## config.mk

```make
export PLATFORM = sky130hd
export DESIGN_NAME = cla_serial_add_ctrl
export DESIGN_NICKNAME = d
export VERILOG_FILES = /design/src/rtl/cla_serial_add_ctrl.sv
export SDC_FILE = /design/constraint.sdc
export NUM_CORES = 1
export LEC_CHECK = 0
export BUFFER_PORTS_ARGS = -buffer_cell sky130_fd_sc_hd__buf_2
export CELL_PAD_IN_SITES_DETAIL_PLACEMENT = 0
export CELL_PAD_IN_SITES_GLOBAL_PLACEMENT = 1
export CORE_MARGIN = 2
export CORE_UTILIZATION = 41
export CTS_BUF_LIST = sky130_fd_sc_hd__clkbuf_4 sky130_fd_sc_hd__clkbuf_8 sky130_fd_sc_hd__clkbuf_16
export DETAILED_ROUTE_END_ITERATION = 16
export PLACE_DENSITY_LB_ADDON = 0.1
export SKIP_CTS_REPAIR_TIMING = 1
export SLEW_MARGIN = 20
export SYNTH_ARGS = -nofsm -noshare
export SYNTH_HDL_FRONTEND = slang
export SYNTH_SLANG_ARGS = --single-unit
```

## constraint.sdc

```tcl
create_clock -name clk -period 3.2 [get_ports clk]
set_input_delay 0.48 -clock clk [delete_from_list [all_inputs] [get_ports clk]]
set_output_delay 0.48 -clock clk [all_outputs]
set_load 0.02 [all_outputs]
```

## src/rtl/cla_serial_add_ctrl.sv

```systemverilog
// Serial adder controller: steps one 2-bit carry-lookahead slice across WIDTH-bit operands, LSB digit first.
// Optional subtract mode (adds port sub) is enabled by defining SERIAL_ADD_SUB_EN.
module cla_serial_add_ctrl #(
    parameter int unsigned WIDTH = 8
) (
    input  logic             clk,
    input  logic             rst,
    input  logic             start,
    input  logic [WIDTH-1:0] a,
    input  logic [WIDTH-1:0] b,
    input  logic             cin,
`ifdef SERIAL_ADD_SUB_EN
    input  logic             sub,
`endif
    output logic             busy,
    output logic             done,
    output logic [WIDTH-1:0] sum,
    output logic             cout,
    output logic             ovr
);

    localparam int unsigned DIGITS = WIDTH / 2;
    localparam int unsigned CNT_W  = (DIGITS > 1) ? $clog2(DIGITS) : 1;
    localparam int unsigned MSB    = WIDTH - 1;

    typedef enum logic [1:0] {
        ST_IDLE = 2'd0,
        ST_RUN  = 2'd1,
        ST_DONE = 2'd2
    } state_e;

    state_e             state_q, state_d;
    logic [WIDTH-1:0]   op_a_q, op_a_d;
    logic [WIDTH-1:0]   op_b_q, op_b_d;
    logic               carry_q, carry_d;
    logic [CNT_W-1:0]   cnt_q, cnt_d;
    logic [WIDTH-1:0]   psum_q, psum_d;
    logic               busy_q, busy_d;
    logic               done_q, done_d;
    logic [WIDTH-1:0]   sum_q, sum_d;
    logic               cout_q, cout_d;
    logic               ovr_q, ovr_d;

    logic [WIDTH-1:0]   b_eff_in;
    logic               cin_eff_in;
    logic [1:0]         sl_a, sl_b, sl_g, sl_p, sl_sum;
    logic               sl_c1, sl_co;

    // Capture-time operand conditioning: subtract is a + ~b + 1
`ifdef SERIAL_ADD_SUB_EN
    assign b_eff_in   = sub ? ~b : b;
    assign cin_eff_in = sub ? 1'b1 : cin;
`else
    assign b_eff_in   = b;
    assign cin_eff_in = cin;
`endif

    // 2-bit carry-lookahead slice on the current digit
    always_comb begin
        sl_a   = op_a_q[{cnt_q, 1'b0} +: 2];
        sl_b   = op_b_q[{cnt_q, 1'b0} +: 2];
        sl_g   = sl_a & sl_b;
        sl_p   = sl_a ^ sl_b;
        sl_c1  = sl_g[0] | (sl_p[0] & carry_q);
        sl_co  = sl_g[1] | (sl_p[1] & sl_g[0]) | (sl_p[1] & sl_p[0] & carry_q);
        sl_sum = sl_p ^ {sl_c1, carry_q};
    end

    always_comb begin
        state_d = state_q;
        op_a_d  = op_a_q;
        op_b_d  = op_b_q;
        carry_d = carry_q;
        cnt_d   = cnt_q;
        psum_d  = psum_q;
        sum_d   = sum_q;
        cout_d  = cout_q;
        ovr_d   = ovr_q;

        unique case (state_q)
            ST_IDLE: begin
                if (start) begin
                    state_d = ST_RUN;
                    op_a_d  = a;
                    op_b_d  = b_eff_in;
                    carry_d = cin_eff_in;
                    cnt_d   = '0;
                    psum_d  = '0;
                end
            end
            ST_RUN: begin
                psum_d[{cnt_q, 1'b0} +: 2] = sl_sum;
                carry_d = sl_co;
                if (cnt_q == CNT_W'(DIGITS - 1)) begin
                    state_d = ST_DONE;
                    sum_d   = psum_d;
                    cout_d  = sl_co;
                    ovr_d   = (op_a_q[MSB] == op_b_q[MSB]) && (psum_d[MSB] != op_a_q[MSB]);
                end else begin
                    cnt_d = cnt_q + CNT_W'(1);
                end
            end
            ST_DONE: state_d = ST_IDLE;
            default: state_d = ST_IDLE;
        endcase

        busy_d = (state_d != ST_IDLE);
        done_d = (state_d == ST_DONE);
    end

    always_ff @(posedge clk) begin
        if (rst) begin
            state_q <= ST_IDLE;
            op_a_q  <= '0;
            op_b_q  <= '0;
            carry_q <= 1'b0;
            cnt_q   <= '0;
            psum_q  <= '0;
            busy_q  <= 1'b0;
            done_q  <= 1'b0;
            sum_q   <= '0;
            cout_q  <= 1'b0;
            ovr_q   <= 1'b0;
        end else begin
            state_q <= state_d;
            op_a_q  <= op_a_d;
            op_b_q  <= op_b_d;
            carry_q <= carry_d;
            cnt_q   <= cnt_d;
            psum_q  <= psum_d;
            busy_q  <= busy_d;
            done_q  <= done_d;
            sum_q   <= sum_d;
            cout_q  <= cout_d;
            ovr_q   <= ovr_d;
        end
    end

    assign busy = busy_q;
    assign done = done_q;
    assign sum  = sum_q;
    assign cout = cout_q;
    assign ovr  = ovr_q;

endmodule
```

=== Word level (Yosys, flattened, before mapping) ===
Index checks and enable logic that the tools add are counted.

* Add/subtract/negate cells: 2
* Eq/ne operators: 7
* Shifts and indexed selects: 4
* Muxes and demuxes: 11
* Bitwise gates (word level): 10
* Reductions and logical operators: 8

{| class="wikitable"
|+ Operators with widths
! cell !! count
|-
| one-hot mux 8 bit (2 select lines) || 1
|-
| indexed part select 8 x 4 -> 2 bit || 2
|-
| bitwise mux 8 bit || 1
|-
| 2-to-1 mux 2 bit || 4
|-
| 2-to-1 mux 8 bit || 1
|-
| one-hot mux 2 bit (2 select lines) || 2
|-
| variable shift 2 x 5 -> 8 bit (first input constant) || 1
|-
| indexed part select 2 x 5 -> 8 bit || 1
|-
| AND reduction 2 bit || 3
|-
| negator 3 -> 5 bit || 1
|-
| AND 1 bit || 4
|-
| equality test 2 bit (second input constant) || 2
|-
| inequality test 2 bit (second input constant) || 2
|-
| nonzero test 2 bit || 2
|-
| XOR 2 bit || 2
|-
| OR 1 bit || 3
|-
| AND reduction 3 bit || 1
|-
| adder 2 x 1 -> 2 bit (second input constant) || 1
|-
| AND 2 bit || 1
|-
| equality test 2 x 1 -> 1 bit (second input constant) || 1
|-
| zero test 2 bit || 1
|-
| one-hot mux 1 bit (2 select lines) || 1
|-
| equality test 1 bit || 1
|-
| logical AND 1 bit || 1
|-
| other kinds (2) || 2
|}

* Bits in registers: 41
* Bits of input ports: 20
* Output and inout bits: 12

=== Depth between registers and ports, before layout ===
* Word-level depth: 9
* Gate-level depth with buffers: 8

=== Least setup slack after synthesis ===
Ideal clock, no wire load.

* Path kind: register to register
* Start point: reg cnt_q[0]
* End point: reg ovr_q, in the netlist ovr
* Setup time: 0.070 ns
* Data arrival time: 2.567 ns
* Required time: 3.130 ns
* Setup slack: 0.563 ns
* Cell stages (with the launch flop): 8
* Buffers on the path: 1
* Cell sequence: dfxtp_1 -> buf_2 -> mux4_2 -> fa_1 -> xnor2_1 -> o32a_1 -> or3_1 -> a21oi_1

* Longest elaborated chain between the ends: 9
* Elaborated cells on any way between the ends: 15
* Classes of those cells: 1 x add/sub; 2 x eq/ne; 4 x shift; 1 x mux; 5 x bitwise; 2 x reduce/logical

{| class="wikitable"
|+ RTL lines
! element !! line !! text
|-
| start: declaration || 36 || <nowiki>logic [CNT_W-1:0] cnt_q, cnt_d;</nowiki>
|-
| start signal: assignment || 129 || <nowiki>cnt_q <= cnt_d;</nowiki>
|-
| indexed part select 8 x 4 -> 2 bit (on tied branches) || 60, 61 ||
|-
| XOR 2 bit || 63 || <nowiki>sl_p = sl_a ^ sl_b;</nowiki>
|-
| AND 1 bit || 64 || <nowiki>sl_c1 = sl_g[0] | (sl_p[0] & carry_q);</nowiki>
|-
| OR 1 bit || 64 ||
|-
| XOR 2 bit || 66 || <nowiki>sl_sum = sl_p ^ {sl_c1, carry_q};</nowiki>
|-
| indexed part select 2 x 5 -> 8 bit || 92 || <nowiki>psum_d[{cnt_q, 1'b0} +: 2] = sl_sum;</nowiki>
|-
| bitwise mux 8 bit || 92 ||
|-
| inequality test 1 bit || 98 || <nowiki>ovr_d = (op_a_q[MSB] == op_b_q[MSB]) && (psum_d[MSB] != op_a_q[MSB]);</nowiki>
|-
| logical AND 1 bit || 98 ||
|-
| end signal: assignment || 135 || <nowiki>ovr_q <= ovr_d;</nowiki>
|-
| end: declaration || 42 || <nowiki>logic ovr_q, ovr_d;</nowiki>
|}

Parallel ways exist; a longest one is shown, timed or not.
A chain may end at the register's enable or synchronous reset.

=== Final worst setup path ===
Same ends and word-level chain as after synthesis.

==> flow_metrics.tcl <==
set metrics [dict create \
    p_sw_share_pct 24.7 \
    tightest_slew_ns 0.896 \
    synth_edf_count 0 \
    ant_nets 0 \
    fmax_mhz 394 \
    h-tree-depth 2 \
    place_hpwl_mm 3.05 \
    cp-end-kind "register" \
    drt_iter0_drc 117 \
    async_reset_ff_share_pct 0 \
    pin_count 32 \
    wl_mm 4.19 \
    synthFlopType "dfxtp_1" \
    grt_usage_pct 18.1 \
    r2r_setup_slack_ns 0.66 \
    leakage_uw 0.000860 \
    syn_nets 242 \
    tns_ns 0 \
    die-height_um 72.3 \
    max-cap-violations 0 \
    seqPwrFrac_pct 53.6 \
    yosysTopAreaCell "dfxtp_1" \
    cpMaxStageDelayCell "mux4_2" \
    cts_sinks 41 \
    regArea_um2 821 \
    netlist_top_cells_count "dfxtp_1 (41), nand2_1 (41), a21oi_1 (25), nor2_1 (19)" \
    power_density_nw_per_um2 472 \
    coreArea_um2 4410 \
    post-route-drc-count 0 \
    diodes 0 \
    netlist_area_um2 1910 \
    routabilityCongestion 0.811 \
    pwr-share-clk_pct 34.4 \
    final.period_utilization_pct 79.2 \
    die_w_um 72.3 \
    hold_violations 0 \
    synthTopCellsByArea "dfxtp_1 (43%), nand2_1 (8.1%), a21oi_1 (6.5%), ha_1 (5.2%), mux4_2 (4.7%)" \
    grt_setup_unrepaired "false" \
    initial_utilization_pct 43.3 \
    crit_path_max_fanout 5 \
    p_switching_uw 250 \
    clkTransAtPathRegs_ns 0.07 \
    p_int_uw 761 \
    grt_pass1_vias 1536 \
    clockBufferDepth 2 \
    critPathBufInv 0 \
    viasPerCell 5.30 \
    clk_latency_ns 0.29 \
    die_area_um2 5220 \
    path_cells "mux4_2, fa_1, xnor2_1, o32a_1, or3_1, a21oi_1" \
    synth_seq_area_share_pct 43.0 \
    status "complete, no violations" \
    fin_crit_ns 2.54 \
    grt_antenna_before_repair 0 \
    cp.arrival_ns 2.76 \
    synth.top_cell.area_share_pct 43.0 \
    drive_gt1_share_pct 21.3 \
    cts_tree "yes" \
    relSlewSlack_pct 40.0 \
    numCtsBuffers 5 \
    wl_per_cell_um 14.3 \
    slew_violations 0 \
    holdWs_ns 0.421 \
    cp.required_ns 3.43 \
    peakVddDrop_mv 0.264 \
    crit_family "multiplexers" \
    grt_max_degree 42 \
    nets 269 \
    grt_overflow_total 0 \
    netlist_instances 213 \
    multi_input_area_um2 982 \
    critPathKind "register to register" \
    area_delta_synth_final_pct 12.0 \
    synth_seq_cells 41 \
    finalSetupViolations 0 \
    first_pass_iters 4 \
    max_stage_delay_ns 0.58 \
    port_buffers 31 \
    synth_area_per_cell_um2 8.97 \
    fillCellCount 455 \
    ys_types 38 \
    fin_skew_ns 0.00253 \
    grt_first_pass_wirelength_mm 7.27 \
    clockRootBuffer "clkbuf_8" \
    synth_warnings 0 \
    dr_total_vias 1548 \
    hp-class "input port to register" \
    pwr-share-comb_pct 12.1 \
    cp-start-kind "register" \
    std_cell_rows 24 \
]
[metrics by stage]
| step | instance area (um^2) | util, % | instances | total power, uW | worst slack (ns) |
|---|---|---|---|---|---|
| finish | 2140 | 48.5 | 292 | 1010 | 0.664 |
| CTS | 2140 | 48.5 | 292 | 1020 | 0.663 |
| global route | 2140 | 48.5 | 292 | 1060 | 0.493 |
| floorplan | 1910 | - | 213 | 644 | 0.563 |
| global placement | 2050 | 46.4 | 285 | 672 | 0.719 |
| detailed placement | 2050 | 46.4 | 285 | 677 | 0.668 |
[worst register-to-register path, stage by stage, from the launching register on]
cell and delay, ns:
dfxtp_1 0.48, mux4_2 0.58, fa_1 0.42, xnor2_1 0.21, o32a_1 0.36, or3_1 0.31
a21oi_1 0.12
[metal layers]
layer  routed length, um  up-vias  global-route usage (%)  part of all wire [%]
li1                    -      791                       -                     -
met1                1820      723                    21.6                    43
met2                2170       28                    31.5                    52
met3                 132        6                    4.58                   3.2
met4                  69        0                    6.29                   1.6
met5                   0        -                       0                     0
[path summary, 6_finish.rpt]
kind | start | to | cells after the start
setup / recovery | cnt_q[0] | ovr | 6
hold / removal | b[0] | op_b_q[0] | 3
setup reg to reg | cnt_q[0] | ovr | 6
hold reg to reg | op_a_q[6] | op_a_q[6] | 2
[layout make-up]
type / count / area share [%]
clock buffers: 7 / 4.21
inverters: 5 / 0.877
multi-input cells: 155 / 45.9
flip-flops and latches: 41 / 38.4
well taps: 52 / 3.04
repair buffers: 32 / 7.60
[state kept, by name, summed over array words and instances (netlist names)]
signal	flops
cout	1
cnt_q	2
psum_q	8
op_a_q	8
op_b_q	8
ovr	1
busy	1
carry_q	1
sum	8
done	1
state_q	2
[cell usage in the layout, fill, tap and decap left out, types with 5 or more instances in the layout]
cell,Yosys,final
nand2_1,41,41
dfxtp_1,41,41
buf_2,2,31
a21oi_1,25,25
nor2_1,19,19
nor3_1,8,8
o21ai_0,8,8
ha_1,8,8
a22oi_1,6,6
clkbuf_8,1,6
inv_1,5,5
a211oi_1,5,5
[power by group through the flow]
| stage | sequential, uW | combinational, uW | clock, uW |
|---|---|---|---|
| floorplan | 549 | 94.8 | 0 |
| global placement | 553 | 119 | 0 |
| detailed placement | 554 | 123 | 0 |
| CTS | 541 | 123 | 359 |
| global route | 544 | 137 | 383 |
| finish | 541 | 122 | 347 |
[logic make-up after synthesis]
group | share of synthesized area (%)
DFF | 43.0
adders and majority gates | 6.29
muxes | 5.83
AOI/OAI and AO/OA | 16.7
xor gates and xnor gates | 0.458
buffers and inverters | 5.63
and+or+nand+nor | 22.1
No activity file was read; power rests on OpenSTA's default activity.
